<file path="src/rtl/serial_display_rx_pkg.sv">
// Shared definitions for the serial display link receiver: FSM states,
// default frame widths and the bit-counter width helper.
package serial_display_rx_pkg;

    localparam int SEG_W = 64;   // 8 digits x 8 segments
    localparam int LED_W = 16;   // LED bank

    typedef enum logic [1:0] {
        ST_ARM   = 2'd0,
        ST_IDLE  = 2'd1,
        ST_SHIFT = 2'd2,
        ST_LATCH = 2'd3
    } rx_state_e;

    // Counter must hold 0..DATA_W+1 (DATA_W+1 marks an overlong frame).
    function automatic int cnt_width(input int data_w);
        return $clog2(data_w + 2);
    endfunction

endpackage

</file>
<file path="src/rtl/serial_display_rx_if.sv">
// Serial display link bundle: the three serial lines from the transmitter and
// the received-frame outputs, plus the FSM state for observation.
interface serial_display_rx_if #(
    parameter int DATA_W = serial_display_rx_pkg::SEG_W
);
    import serial_display_rx_pkg::*;

    localparam int CW = cnt_width(DATA_W);

    // Serial lines are asynchronous to clk; no handshake. valid is a one-cycle
    // pulse, data/frame_err hold until the next frame end.
    logic              ser_clk;
    logic              ser_do;
    logic              ser_pen;
    logic [DATA_W-1:0] data;
    logic              valid;
    logic              frame_err;
    logic [CW-1:0]     bit_cnt;
    rx_state_e         state;

    modport master (
        output ser_clk, ser_do, ser_pen,
        input  data, valid, frame_err, bit_cnt, state
    );

    modport slave (
        input  ser_clk, ser_do, ser_pen,
        output data, valid, frame_err, bit_cnt, state
    );

endinterface

</file>
<file path="src/rtl/serial_display_rx_sync_edge.sv">
// Multi-flop synchroniser for one asynchronous line followed by a previous-value
// flop; rise flags a synchronised 0->1 transition for exactly one cycle.
module serial_display_rx_sync_edge #(
    parameter int SYNC_STAGES = 2
) (
    input  logic clk,
    input  logic rstn,
    input  logic d,
    output logic sync,
    output logic rise
);

    logic [SYNC_STAGES-1:0] chain_q;
    logic                   prev_q;

    always_ff @(posedge clk or negedge rstn) begin
        if (!rstn) begin
            chain_q <= '0;
            prev_q  <= 1'b0;
        end else begin
            chain_q <= {chain_q[SYNC_STAGES-2:0], d};
            prev_q  <= chain_q[SYNC_STAGES-1];
        end
    end

    assign sync = chain_q[SYNC_STAGES-1];
    assign rise = sync & ~prev_q;

endmodule

</file>
<file path="src/rtl/serial_display_rx.sv">
// Receive end of the 74HC595-style display link: oversamples CLK/DO/PEN,
// shifts frames MSB-first and presents each latched word with a valid pulse.
module serial_display_rx
    import serial_display_rx_pkg::*;
#(
    parameter int DATA_W      = SEG_W,
    parameter int SYNC_STAGES = 2
) (
    input  logic                clk,
    input  logic                rstn,
    serial_display_rx_if.slave  bus
);

    localparam int CW = cnt_width(DATA_W);
    localparam int AW = $clog2(SYNC_STAGES + 1);

    localparam logic [CW-1:0] CNT_FULL = CW'(DATA_W);
    localparam logic [CW-1:0] CNT_MAX  = CW'(DATA_W + 1);
    localparam logic [AW-1:0] ARM_LAST = AW'(SYNC_STAGES);

    logic clk_sync_unused;
    logic clk_rise;
    logic do_sync;
    logic do_rise_unused;
    logic pen_sync_unused;
    logic pen_rise;

    serial_display_rx_sync_edge #(.SYNC_STAGES(SYNC_STAGES)) u_sync_clk (
        .clk  (clk),
        .rstn (rstn),
        .d    (bus.ser_clk),
        .sync (clk_sync_unused),
        .rise (clk_rise)
    );

    serial_display_rx_sync_edge #(.SYNC_STAGES(SYNC_STAGES)) u_sync_do (
        .clk  (clk),
        .rstn (rstn),
        .d    (bus.ser_do),
        .sync (do_sync),
        .rise (do_rise_unused)
    );

    serial_display_rx_sync_edge #(.SYNC_STAGES(SYNC_STAGES)) u_sync_pen (
        .clk  (clk),
        .rstn (rstn),
        .d    (bus.ser_pen),
        .sync (pen_sync_unused),
        .rise (pen_rise)
    );

    rx_state_e         state_q, state_d;
    logic [AW-1:0]     arm_q, arm_d;
    logic [DATA_W-1:0] shreg_q, shreg_d;
    logic [CW-1:0]     cnt_q, cnt_d;
    logic [DATA_W-1:0] data_q, data_d;
    logic              valid_q, valid_d;
    logic              err_q, err_d;

    always_ff @(posedge clk or negedge rstn) begin
        if (!rstn) begin
            state_q <= ST_ARM;
            arm_q   <= '0;
            shreg_q <= '0;
            cnt_q   <= '0;
            data_q  <= '0;
            valid_q <= 1'b0;
            err_q   <= 1'b0;
        end else begin
            state_q <= state_d;
            arm_q   <= arm_d;
            shreg_q <= shreg_d;
            cnt_q   <= cnt_d;
            data_q  <= data_d;
            valid_q <= valid_d;
            err_q   <= err_d;
        end
    end

    always_comb begin
        state_d = state_q;
        arm_d   = arm_q;
        shreg_d = shreg_q;
        cnt_d   = cnt_q;
        data_d  = data_q;
        valid_d = 1'b0;
        err_d   = err_q;

        unique case (state_q)
            // Let the synchronisers fill so a line high at reset release
            // never looks like a rising edge.
            ST_ARM: begin
                if (arm_q == ARM_LAST) begin
                    state_d = ST_IDLE;
                end else begin
                    arm_d = arm_q + AW'(1);
                end
            end

            // A clock edge coinciding with the strobe is shifted in first, so
            // the latched word includes it.
            ST_IDLE, ST_SHIFT: begin
                if (clk_rise) begin
                    shreg_d = {shreg_q[DATA_W-2:0], do_sync};
                    cnt_d   = (cnt_q == CNT_MAX) ? cnt_q : cnt_q + CW'(1);
                    state_d = ST_SHIFT;
                end
                if (pen_rise) begin
                    state_d = ST_LATCH;
                end
            end

            ST_LATCH: begin
                data_d  = shreg_q;
                valid_d = 1'b1;
                err_d   = (cnt_q != CNT_FULL);
                shreg_d = '0;
                cnt_d   = '0;
                state_d = ST_IDLE;
                // An edge arriving now opens the next frame.
                if (clk_rise) begin
                    shreg_d = {{(DATA_W-1){1'b0}}, do_sync};
                    cnt_d   = CW'(1);
                    state_d = ST_SHIFT;
                end
            end

            default: state_d = ST_ARM;
        endcase
    end

    assign bus.data      = data_q;
    assign bus.valid     = valid_q;
    assign bus.frame_err = err_q;
    assign bus.bit_cnt   = cnt_q;
    assign bus.state     = state_q;

endmodule

</file>
<file path="src/flat_wrapper.sv">
// flat-port wrapper written by rule: the top's interface ports become plain ports
module serial_display_rx_flat import serial_display_rx_pkg::*;
#(
    parameter int DATA_W      = SEG_W,
    parameter int SYNC_STAGES = 2
)
  (clk, rstn, bus_ser_clk, bus_ser_do, bus_ser_pen, bus_data, bus_valid, bus_frame_err, bus_bit_cnt, bus_state);
  serial_display_rx_if #(.DATA_W(DATA_W)) bus_i ();
  input  logic clk;
  input  logic rstn;
  input wire logic [$bits(bus_i.ser_clk)-1:0] bus_ser_clk;
  input wire logic [$bits(bus_i.ser_do)-1:0] bus_ser_do;
  input wire logic [$bits(bus_i.ser_pen)-1:0] bus_ser_pen;
  output wire logic [$bits(bus_i.data)-1:0] bus_data;
  output wire logic [$bits(bus_i.valid)-1:0] bus_valid;
  output wire logic [$bits(bus_i.frame_err)-1:0] bus_frame_err;
  output wire logic [$bits(bus_i.bit_cnt)-1:0] bus_bit_cnt;
  output wire logic [$bits(bus_i.state)-1:0] bus_state;
  assign bus_i.ser_clk = bus_ser_clk;
  assign bus_i.ser_do = bus_ser_do;
  assign bus_i.ser_pen = bus_ser_pen;
  assign bus_data = bus_i.data;
  assign bus_valid = bus_i.valid;
  assign bus_frame_err = bus_i.frame_err;
  assign bus_bit_cnt = bus_i.bit_cnt;
  assign bus_state = bus_i.state;
  serial_display_rx #(.DATA_W(DATA_W), .SYNC_STAGES(SYNC_STAGES)) u_core (.clk(clk), .rstn(rstn), .bus(bus_i));
endmodule
</file>
<file path="config.mk">
export PLATFORM = sky130hd
export DESIGN_NAME = serial_display_rx_flat
export DESIGN_NICKNAME = d
export VERILOG_FILES = /design/src/rtl/serial_display_rx_pkg.sv /design/src/rtl/serial_display_rx_if.sv /design/src/rtl/serial_display_rx_sync_edge.sv /design/src/rtl/serial_display_rx.sv /design/src/flat_wrapper.sv
export SDC_FILE = /design/constraint.sdc
export NUM_CORES = 1
export LEC_CHECK = 0
export ABC_CLOCK_PERIOD_IN_PS = 4800
export CORE_UTILIZATION = 59
export DETAILED_ROUTE_END_ITERATION = 8
export GPL_TIMING_DRIVEN = 0
export PLACE_DENSITY = 0.89
export REMOVE_ABC_BUFFERS = 1
export SLEW_MARGIN = 30
export SYNTH_ARGS = -nofsm -noshare
export SYNTH_HDL_FRONTEND = slang
export SYNTH_HIERARCHICAL = 1
export SYNTH_SLANG_ARGS = --single-unit
</file>
<file path="constraint.sdc">
create_clock -name clk -period 4.8 [get_ports clk]
set_input_delay 0.96 -clock clk [delete_from_list [all_inputs] [get_ports clk]]
set_output_delay 0.96 -clock clk [all_outputs]
set_load 0.02 [all_outputs]
</file>
==> results of run 1 <==
registers in the layout (all words and copies together) (netlist names):
name                       flops
u_core/bus.frame_err           1
u_core/bus.state               2
u_core/bus.valid               1
u_core/bus.bit_cnt             7
u_core/u_sync_do/chain_q       2
u_core/arm_q                   2
u_core/u_sync_clk/chain_q      2
u_core/bus.data               64
u_core/u_sync_pen/chain_q      2
u_core/u_sync_clk/prev_q       1
u_core/u_sync_pen/prev_q       1
u_core/shreg_q                64
worst register-to-register path: stages, from the launching register on:
cell and delay [ns]:
dfrtp_1 0.47, inv_1 0.11, ha_1 0.63, mux2i_4 0.65, buf_8 0.27, buf_16 0.18, buf_8 0.17, nand2_1 0.07
o21ai_1 0.07
final cells by class:
cell class                 count  area, sq um  share of cell area (%)
clock buffer                  20          435                    5.79
inverter                       9         36.3                   0.483
tap                          133          166                    2.21
sequential                   149         3730                    49.6
clock inverter                12          179                    2.38
timing repair buffer          86          943                    12.5
multi-input combinational    325         2030                    27.0
how the worst max path moves through the flow:
stage                             start                 end  slack (ns)  depth (start not counted)
global route        u_core/bus.state[0]  u_core/shreg_q[16]        1.96                          8
detailed placement  u_core/bus.state[0]  u_core/shreg_q[48]        2.19                          7
CTS                 u_core/bus.state[0]  u_core/shreg_q[22]        2.11                          8
finish              u_core/bus.state[1]  u_core/shreg_q[16]        2.10                          8
global placement    u_core/bus.state[0]  u_core/shreg_q[45]       -3.26                          4
floorplan           u_core/bus.state[0]  u_core/shreg_q[23]       -1.44                          4
power by group through the flow:
stage | sequential, mW | combinational (mW) | clock (mW)
floorplan | 1.55 | 0.567 | 0
global placement | 1.48 | 0.924 | 0
detailed placement | 1.49 | 1.12 | 0
CTS | 1.47 | 1.15 | 1.38
global route | 1.48 | 1.24 | 1.44
finish | 1.47 | 1.16 | 1.36
per-stage QoR:
| stage | hold slack [ns] | cells | power [mW] |
|---|---|---|---|
| 2_1_floorplan | 0.331 | 483 | 2.11 |
| 3_5_place_dp | 0.335 | 702 | 2.61 |
| 4_1_cts | 0.349 | 734 | 4.01 |
| 5_1_grt | 0.360 | 734 | 4.16 |
| 6_report | 0.348 | 734 | 3.99 |
| 3_3_place_gp | 0.333 | 695 | 2.41 |
per-layer routing:
layer  up-vias  part of all wire (%)
met3        26                   4.1
met4         0                   2.0
met1      2020                    42
met2       103                    52
li1       1873                     -
met5         -                     0
cells in the final DEF (no fill, tap or decap), types with 3 or more instances in the layout:
cell,n
clkinv_4,3
o21ai_1,27
buf_8,4
nand2_1,139
clkinvlp_4,3
nand2b_1,4
inv_1,8
a21oi_1,6
clkdlybuf4s50_1,78
buf_16,3
dfrtp_1,149
nand3_1,5
ha_1,7
clkbuf_16,16
bufinv_16,4
o21ai_0,46
mux2_2,64
==> results.txt, run 1 <==
Slew at the pin with the worst max-slew slack -> 0.692 ns
First-pass GRT wire length -> 19100 microns
Comb power frac -> 29.0%
DRT antenna net count -> 0
GRT overflow -> 0
Layout cells sized above 1 -> 18.5%
Clock buffers created by TritonCTS -> 17
Post-Syn Area per Cell -> 11.5 sq um
LEAKAGE -> 3.37 nW
CP Launch Type -> register
Crit-path leading delay family -> buffers and inverters
CP required -> 5.24 ns
WL final -> 12000 microns
Post-cts gate resize count -> 0
R2R cell count -> 8
Hold Path Class -> reg2reg
Initial antenna violation count -> 0
Hold Buf Count CTS -> 0
Minimum clock period -> 2.70 ns
Seq pwr share -> 36.9%
Hold EP -> u_core/u_sync_do/chain_q[1]
Max-cap violations -> 0
Clk sinks -> 149
Clk pwr share -> 34.1%
Layout Nets -> 601
Max clock buf depth -> 2
Core area -> 9730 sq um
Rel. slew slack -> 53.9%
Synth Warn # -> 6
Die ar. -> 10400 sq um
Count of pins over their slew limit -> 0
Status -> finished, final reports clean
Initial drt markers -> 159
H-tree levels -> 4
GRT Util Overall -> 24.9%
Internal -> 2.69 mW
Worst Path Buf+Inv -> 4
Largest net degree at the start of global routing -> 83
Crit path max fanout -> 25
Final WS setup -> 2.10 ns
Cells after Synth -> 512
Reg-to-reg endpoint -> u_core/shreg_q[16]
Syn Std Cell Area -> 5890 sq um
Post-DP HPWL -> 6890 microns
Final setup fails -> 0
Final Cell Area -> 7520 sq um
Sw frac -> 32.7%
Worst setup EP type -> register
Setup TNS -> 0 ns
RePlAce Congestion -> 0.778
Routed wire per std cell -> 16.3 microns
Met1 Use GR -> 30.8%
Met2 Use GR -> 41.6%
RSZ-0062 raised after global routing -> false
Crit-path max cell delay -> 0.64 ns
Number of port buffers -> 79
Kind of critical path -> reg2reg
Placed cell area -> 6900 sq um
Hold Path Depth -> 0
Clk slew on worst S/H paths -> 0.06 ns
IO Pins -> 80
Final core utilization -> 77.3%
Pre-CTS setup slack -> 2.19 ns
Post-CTS setup buffer count -> 0
FF-to-FF Start -> u_core/bus.state[1]
Pwr/cell area -> 531 nW/um^2
FMAX -> 0.370 GHz
Vias -> 4022
Die Y -> 102 microns
Final hold vios -> 0
Worst-Skew Late Latency -> 0.52 ns
Die X-Extent -> 102 microns
Fin crit share -> 56.3%
Critical path arrival -> 3.14 ns
Antenna cells -> 0
Switch Pwr -> 1.30 mW
Cell repeated most along the worst path -> buf_8
CP max stage cell -> mux2i_4
Layout fillers -> 609
Hold Crit Start -> u_core/u_sync_do/chain_q[0]
Vias per cell -> 5.48
Crit-path cells -> inv_1 -> ha_1 -> mux2i_4 -> buf_8 -> buf_16 -> buf_8 -> nand2_1 -> o21ai_1
Final Skew -> 0.00686 ns
CTS root buf -> clkbuf_8
Met3 Use GR -> 6.29%
Reg-to-reg slack, setup -> 2.10 ns
Maximum VDD drop -> 323 uV
Remaining DRCs -> 0
Vias in the first global route -> 3935
Length of the first detailed-routing pass in iterations -> 6
Layout area overhead -> 27.6%
Initial Util -> 60.6%
TritonCTS clock tree -> built
Row count -> 36
Global route hottest layer -> met2
(Power assumes the default switching activity.)
==> run 2: changes to the inputs <==
Settings changed: ABC_CLOCK_PERIOD_IN_PS 4800 to 2500, CORE_UTILIZATION 59 to 54, PLACE_DENSITY 0.89 to 0.83.
Clock period 4.8 ns to 2.5 ns, I/O delays scaled along.
==> run 2 against run 1 <==
Die area is 9.1% higher. Non-clock buffer count is 1 higher. Largest power group unchanged. Clock skew is 0.0011 ns higher. First-iteration DRC count is 52% higher. Global-route usage is 2.5 points lower. Worst setup slack worse by 1.8 ns. Highest routed layer unchanged. Critical path type unchanged. Largest cell class unchanged. Combinational power is 82% higher. Final area is 0.58% lower. Total power is 86% higher.
==> results.txt, run 2 (synthesized netlist as in run 1, its figures left out) <==
Status -> finished, final reports clean (unchanged)
Number of port buffers -> 79 (unchanged)
Critical path arrival -> 2.70 ns (was 3.14 ns)
Hold slack -> 0.351 ns (was 0.348 ns)
Final non-filler cell total -> 738 (was 734)
Seq pwr share -> 38.0% (was 36.9%)
IO Pins -> 80 (unchanged)
DRT antenna net count -> 0 (unchanged)
Crit path max fanout -> 28 (was 25)
Final WS setup -> 0.254 ns (was 2.10 ns)
RePlAce Congestion -> 0.734 (was 0.778)
Clock buffers created by TritonCTS -> 17 (unchanged)
Pre-CTS setup slack -> 0.159 ns (was 2.19 ns)
H-tree levels -> 4 (unchanged)
Layout Nets -> 602 (was 601)
Die Y -> 106 microns (was 102 microns)
GRT Util Overall -> 22.4% (was 24.9%)
Die ar. -> 11300 sq um (was 10400 sq um)
Sw frac -> 32.9% (was 32.7%)
Internal -> 4.98 mW (was 2.69 mW)
LEAKAGE -> 3.35 nW (was 3.37 nW)
Core area -> 10500 sq um (was 9730 sq um)
Die X-Extent -> 106 microns (was 102 microns)
FMAX -> 0.445 GHz (was 0.370 GHz)
Comb power frac -> 28.5% (was 29.0%)
Layout cells sized above 1 -> 18.8% (was 18.5%)
Post-DP HPWL -> 6980 microns (was 6890 microns)
CP Launch Type -> register (unchanged)
Maximum VDD drop -> 558 uV (was 323 uV)
Routed wire per std cell -> 15.3 microns (was 16.3 microns)
Final setup fails -> 0 (unchanged)
Clk slew on worst S/H paths -> 0.06 ns (about the same)
Remaining DRCs -> 0 (unchanged)
CTS root buf -> clkbuf_8 (unchanged)
Total placed cells including tap cells -> 705 (was 702)
Vias per cell -> 5.27 (was 5.48)
Vias in the first global route -> 3975 (was 3935)
Vias -> 3891 (was 4022)
Rel. slew slack -> 55.9% (was 53.9%)
Commonest non-fill, non-tap cell in the layout -> dfrtp_1 (unchanged)
Initial Util -> 56.3% (was 60.6%)
TritonCTS clock tree -> built (unchanged)
Pwr/cell area -> 992 nW/um^2 (was 531 nW/um^2)
Layout fillers -> 699 (was 609)
Most frequent cells in the layout -> dfrtp_1, nand2_1, clkdlybuf4s50_1 (unchanged)
First-pass GRT wire length -> 19400 microns (was 19100 microns)
Max clock buf depth -> 2 (unchanged)
CP required -> 2.95 ns (was 5.24 ns)
Clk pwr share -> 33.5% (was 34.1%)
Count of pins over their slew limit -> 0 (unchanged)
Worst setup EP type -> register (unchanged)
Fin crit share -> 89.8% (was 56.3%)
RSZ-0062 raised after global routing -> false (unchanged)
Worst-Skew Late Latency -> 0.53 ns (was 0.52 ns)
GRT overflow -> 0 (unchanged)
Row count -> 37 (was 36)
Switch Pwr -> 2.44 mW (was 1.30 mW)
Post-CTS setup buffer count -> 0 (unchanged)
Largest net degree at the start of global routing -> 94 (was 83)
Antenna cells -> 0 (unchanged)
Slew at the pin with the worst max-slew slack -> 0.661 ns (was 0.692 ns)
Initial antenna violation count -> 0 (unchanged)
Layout area overhead -> 26.8% (was 27.6%)
Final hold vios -> 0 (unchanged)
WL final -> 11300 microns (was 12000 microns)
Initial drt markers -> 241 (was 159)
Final Skew -> 0.00801 ns (was 0.00686 ns)
Length of the first detailed-routing pass in iterations -> 5 (was 6)
Hold Path Class -> reg2reg (unchanged)
Max-cap violations -> 0 (unchanged)
Minimum clock period -> 2.25 ns (was 2.70 ns)
Kind of critical path -> reg2reg (unchanged)
Clk sinks -> 149 (unchanged)
==> run 2: final timing paths <==
check / start / cells past startpoint / end / slack (ns)
max: u_core/bus.state[0] / 7 / u_core/shreg_q[11] / 0.25
max reg2reg: u_core/bus.state[0] / 7 / u_core/shreg_q[11] / 0.25
min reg2reg: u_core/u_sync_do/chain_q[0] / 0 / u_core/u_sync_do/chain_q[1] / 0.35
min in group asynchronous: rstn / 2 / u_core/bus.bit_cnt[6] / 0.47
min: u_core/u_sync_do/chain_q[0] / 0 / u_core/u_sync_do/chain_q[1] / 0.35
max in group asynchronous: rstn / 3 / u_core/arm_q[0] / 1.23
==> run 2: layout make-up <==
| class | count | area (sq um) | area share (%) |
|---|---|---|---|
| clock buffer | 18 | 418 | 5.59 |
| clock inverter | 14 | 161 | 2.16 |
| inverter | 9 | 36.3 | 0.485 |
| multi-input combinational | 325 | 2030 | 27.2 |
| sequential | 149 | 3730 | 49.9 |
| tap | 136 | 170 | 2.28 |
| timing repair buffer | 87 | 928 | 12.4 |
==> run 2: power by group through the flow <==
| stage | sequential, mW | combinational, mW | clock, mW |
|---|---|---|---|
| 4_1_cts | 2.82 | 2.12 | 2.53 |
| 6_report | 2.82 | 2.11 | 2.48 |
| 5_1_grt | 2.85 | 2.30 | 2.63 |
| 3_3_place_gp | 2.85 | 1.67 | 0 |
| 3_5_place_dp | 2.85 | 2.09 | 0 |
| 2_1_floorplan | 2.99 | 1.01 | 0 |
==> run 2: critical path, cell delays in order (launching register included) <==
cell and delay, ns:
dfrtp_1 0.46, inv_1 0.13, ha_2 0.53, mux2i_4 0.45
buf_8 0.24, buf_8 0.20, nand2_1 0.08, o21ai_1 0.08
==> run 2: metal layers <==
layer	up-vias	routed length, microns	track usage, %
li1	1860	-	-
met4	0	166	8.90
met1	1930	4870	28.7
met5	-	0	0
met3	16	445	6.50
met2	85	5830	35.9
==> run 2: timing repair <==
action,CTS,global route
resized for setup,0,1
endpoints found under the hold margin,56,0
setup endpoints to repair,0,23
hold buffers,1,0
==> run 2: stage by stage <==
stage | area, sq um | total power [mW] | utilization, % | TNS (ns)
floorplan | 5770 | 4.00 | - | -259.25
global placement | 6730 | 4.52 | 64.3 | -1117.06
detailed placement | 6880 | 4.94 | 65.8 | 0
CTS | 7470 | 7.46 | 71.4 | 0
global route | 7470 | 7.78 | 71.4 | 0
finish | 7470 | 7.42 | 71.4 | 0
==> run 3: changes to the inputs <==
Settings changed: CORE_UTILIZATION 54 to 63, DONT_BUFFER_PORTS set to 1.
==> run 3 against run 2 <==
The flow now finishes with violations (negative hold slack). Worst hold slack lost 0.66 ns. Sequential power grew 6%. Combinational power shrank 18%. Clock skew shrank 0.0011 ns. Utilization grew 4.0 points. Critical path depth grew 1. Via count shrank 6.5%. Register-to-register slack lost 0.09 ns. Global-route usage grew 1.2 points. Critical endpoint unchanged. Highest routed layer unchanged.
==> results.txt, run 3 (synthesized netlist as in run 1, its figures left out) <==
Routed wire per std cell -> 16.7 microns (was 15.3 microns)
Final Cell Area -> 6710 sq um (was 7470 sq um)
Initial antenna violation count -> 0 (unchanged)
Slew at the pin with the worst max-slew slack -> 0.646 ns (was 0.661 ns)
Clk pwr share -> 35.0% (was 33.5%)
Commonest non-fill, non-tap cell in the layout -> dfrtp_1 (unchanged)
Internal -> 4.89 mW (was 4.98 mW)
Final WS setup -> 0.168 ns (was 0.254 ns)
Vias per cell -> 5.76 (was 5.27)
Kind of critical path -> reg2reg (unchanged)
TritonCTS clock tree -> built (unchanged)
WL final -> 10600 microns (was 11300 microns)
Layout Nets -> 525 (was 602)
Number of port buffers -> 0 (was 79)
DRT antenna net count -> 0 (unchanged)
Count of pins over their slew limit -> 0 (unchanged)
Critical path arrival -> 2.76 ns (was 2.70 ns)
Die X-Extent -> 98.7 microns (was 106 microns)
Switch Pwr -> 2.39 mW (was 2.44 mW)
Initial drt markers -> 181 (was 241)
Remaining DRCs -> 0 (unchanged)
Final Skew -> 0.00687 ns (was 0.00801 ns)
Failing checks -> negative hold slack
IO Pins -> 80 (unchanged)
GRT Util Overall -> 23.5% (was 22.4%)
Vias in the first global route -> 3572 (was 3975)
Pre-CTS setup slack -> -0.197 ns (was 0.159 ns)
Hold Buf Count CTS -> 3 (was 1)
Vias -> 3638 (was 3891)
Maximum VDD drop -> 634 uV (was 558 uV)
Sw frac -> 32.8% (was 32.9%)
Clk slew on worst S/H paths -> 0.06 ns (about the same)
Rel. slew slack -> 57.0% (was 55.9%)
CTS root buf -> clkbuf_8 (unchanged)
Final hold vios -> 149 (was 0)
Clk sinks -> 149 (unchanged)
Core area -> 8890 sq um (was 10500 sq um)
Comb power frac -> 23.9% (was 28.5%)
Status -> finished with violations (was finished, final reports clean)
Layout area overhead -> 13.8% (was 26.8%)
Minimum clock period -> 2.33 ns (was 2.25 ns)
H-tree levels -> 4 (unchanged)
Worst-Skew Late Latency -> 0.51 ns (was 0.53 ns)
Row count -> 34 (was 37)
Die ar. -> 9750 sq um (was 11300 sq um)
Final core utilization -> 75.5% (was 71.4%)
Pwr/cell area -> 1090 nW/um^2 (was 992 nW/um^2)
Final setup fails -> 0 (unchanged)
Post-DP HPWL -> 6310 microns (was 6980 microns)
Initial Util -> 66.3% (was 56.3%)
R2R cell count -> 8 (was 7)
Pwr Total -> 7.28 mW (was 7.42 mW)
GRT overflow -> 0 (unchanged)
Total placed cells including tap cells -> 597 (was 705)
Antenna cells -> 0 (unchanged)
Hold slack -> -0.314 ns (was 0.351 ns)
Max clock buf depth -> 2 (unchanged)
LEAKAGE -> 3.10 nW (was 3.35 nW)
Clock buffers created by TritonCTS -> 17 (unchanged)
Most frequent cells in the layout -> dfrtp_1, nand2_1, mux2_2 (was dfrtp_1, nand2_1, clkdlybuf4s50_1)
Hold Path Class -> in2async (was reg2reg)
CP Launch Type -> register (unchanged)
Seq pwr share -> 41.2% (was 38.0%)
Layout cells sized above 1 -> 21.4% (was 18.8%)
Max-cap violations -> 0 (unchanged)
RePlAce Congestion -> 0.779 (was 0.734)
Fin crit share -> 93.3% (was 89.8%)
CP required -> 2.93 ns (was 2.95 ns)
Final non-filler cell total -> 632 (was 738)
Length of the first detailed-routing pass in iterations -> 4 (was 5)
Crit path max fanout -> 24 (was 28)
Placed cell area -> 6070 sq um (was 6880 sq um)
Setup TNS -> 0 ns (unchanged)
FMAX -> 0.429 GHz (was 0.445 GHz)
Worst setup EP type -> register (unchanged)
Reg-to-reg slack, setup -> 0.17 ns (was 0.25 ns)
Largest net degree at the start of global routing -> 150 (was 94)
First-pass GRT wire length -> 17700 microns (was 19400 microns)
Die Y -> 98.7 microns (was 106 microns)
RSZ-0062 raised after global routing -> false (unchanged)
run 3: cell count changes in the layout (fill, tap and decap cells not counted), sizes merged:
| cell | before | now |
|---|---|---|
| clkinv | 9 | 4 |
| inv | 9 | 13 |
| clkdlybuf4s50 | 78 | 0 |
| buf | 8 | 7 |
| dlygate4sd3 | 1 | 3 |
run 3: timing repair:
| action | CTS | global route |
|---|---|---|
| setup endpoints to repair | 33 | 11 |
| cloned | 0 | 0 |
| setup buffers | 1 | 0 |
| hold endpoints to repair | 152 | 149 |
| resized for setup | 0 | 1 |
run 3: final cells by class:
| cell class | instances | area, sq um |
|---|---|---|
| sequential | 149 | 3730 |
| tap | 108 | 135 |
| timing repair buffer | 10 | 178 |
| inverter | 9 | 36.3 |
| fill | 560 | 2180 |
| clock buffer | 18 | 428 |
| clock inverter | 13 | 171 |
| multi-input combinational | 325 | 2030 |
run 3: path summary, 6_finish.rpt:
check / from / end
max: u_core/bus.state[0] / u_core/shreg_q[11]
min reg2reg: u_core/u_sync_pen/chain_q[0] / u_core/u_sync_pen/chain_q[1]
min in group clk: u_core/u_sync_pen/chain_q[0] / u_core/u_sync_pen/chain_q[1]
max in group asynchronous: rstn / u_core/bus.data[33]
max reg2reg: u_core/bus.state[0] / u_core/shreg_q[11]
min: rstn / u_core/bus.data[63]
run 3: power by group through the flow:
stage / combinational (mW) / sequential [mW] / clock [mW]
6_report: 1.74 / 3.00 / 2.55
5_1_grt: 1.89 / 3.03 / 2.71
4_1_cts: 1.73 / 3.00 / 2.59
3_5_place_dp: 1.70 / 3.03 / 0
3_3_place_gp: 1.19 / 3.04 / 0
2_1_floorplan: 1.01 / 2.99 / 0
run 3: critical path, stage by stage (launching register included):
cell and delay, ns:
dfrtp_1 0.55, inv_1 0.14, ha_2 0.51, mux2i_4 0.33
buf_8 0.22, buf_16 0.17, buf_8 0.17, nand2_1 0.06
o21ai_1 0.08
run 3: layer usage:
| metal | vias up | track usage, % | routed length, microns | part of all wire (%) |
|---|---|---|---|---|
| met4 | 0 | 8.84 | 176 | 1.7 |
| met3 | 17 | 7.94 | 663 | 6.3 |
| met5 | - | 0 | 0 | 0 |
| met2 | 100 | 37.6 | 5190 | 49 |
| li1 | 1712 | - | - | - |
| met1 | 1809 | 30.2 | 4540 | 43 |
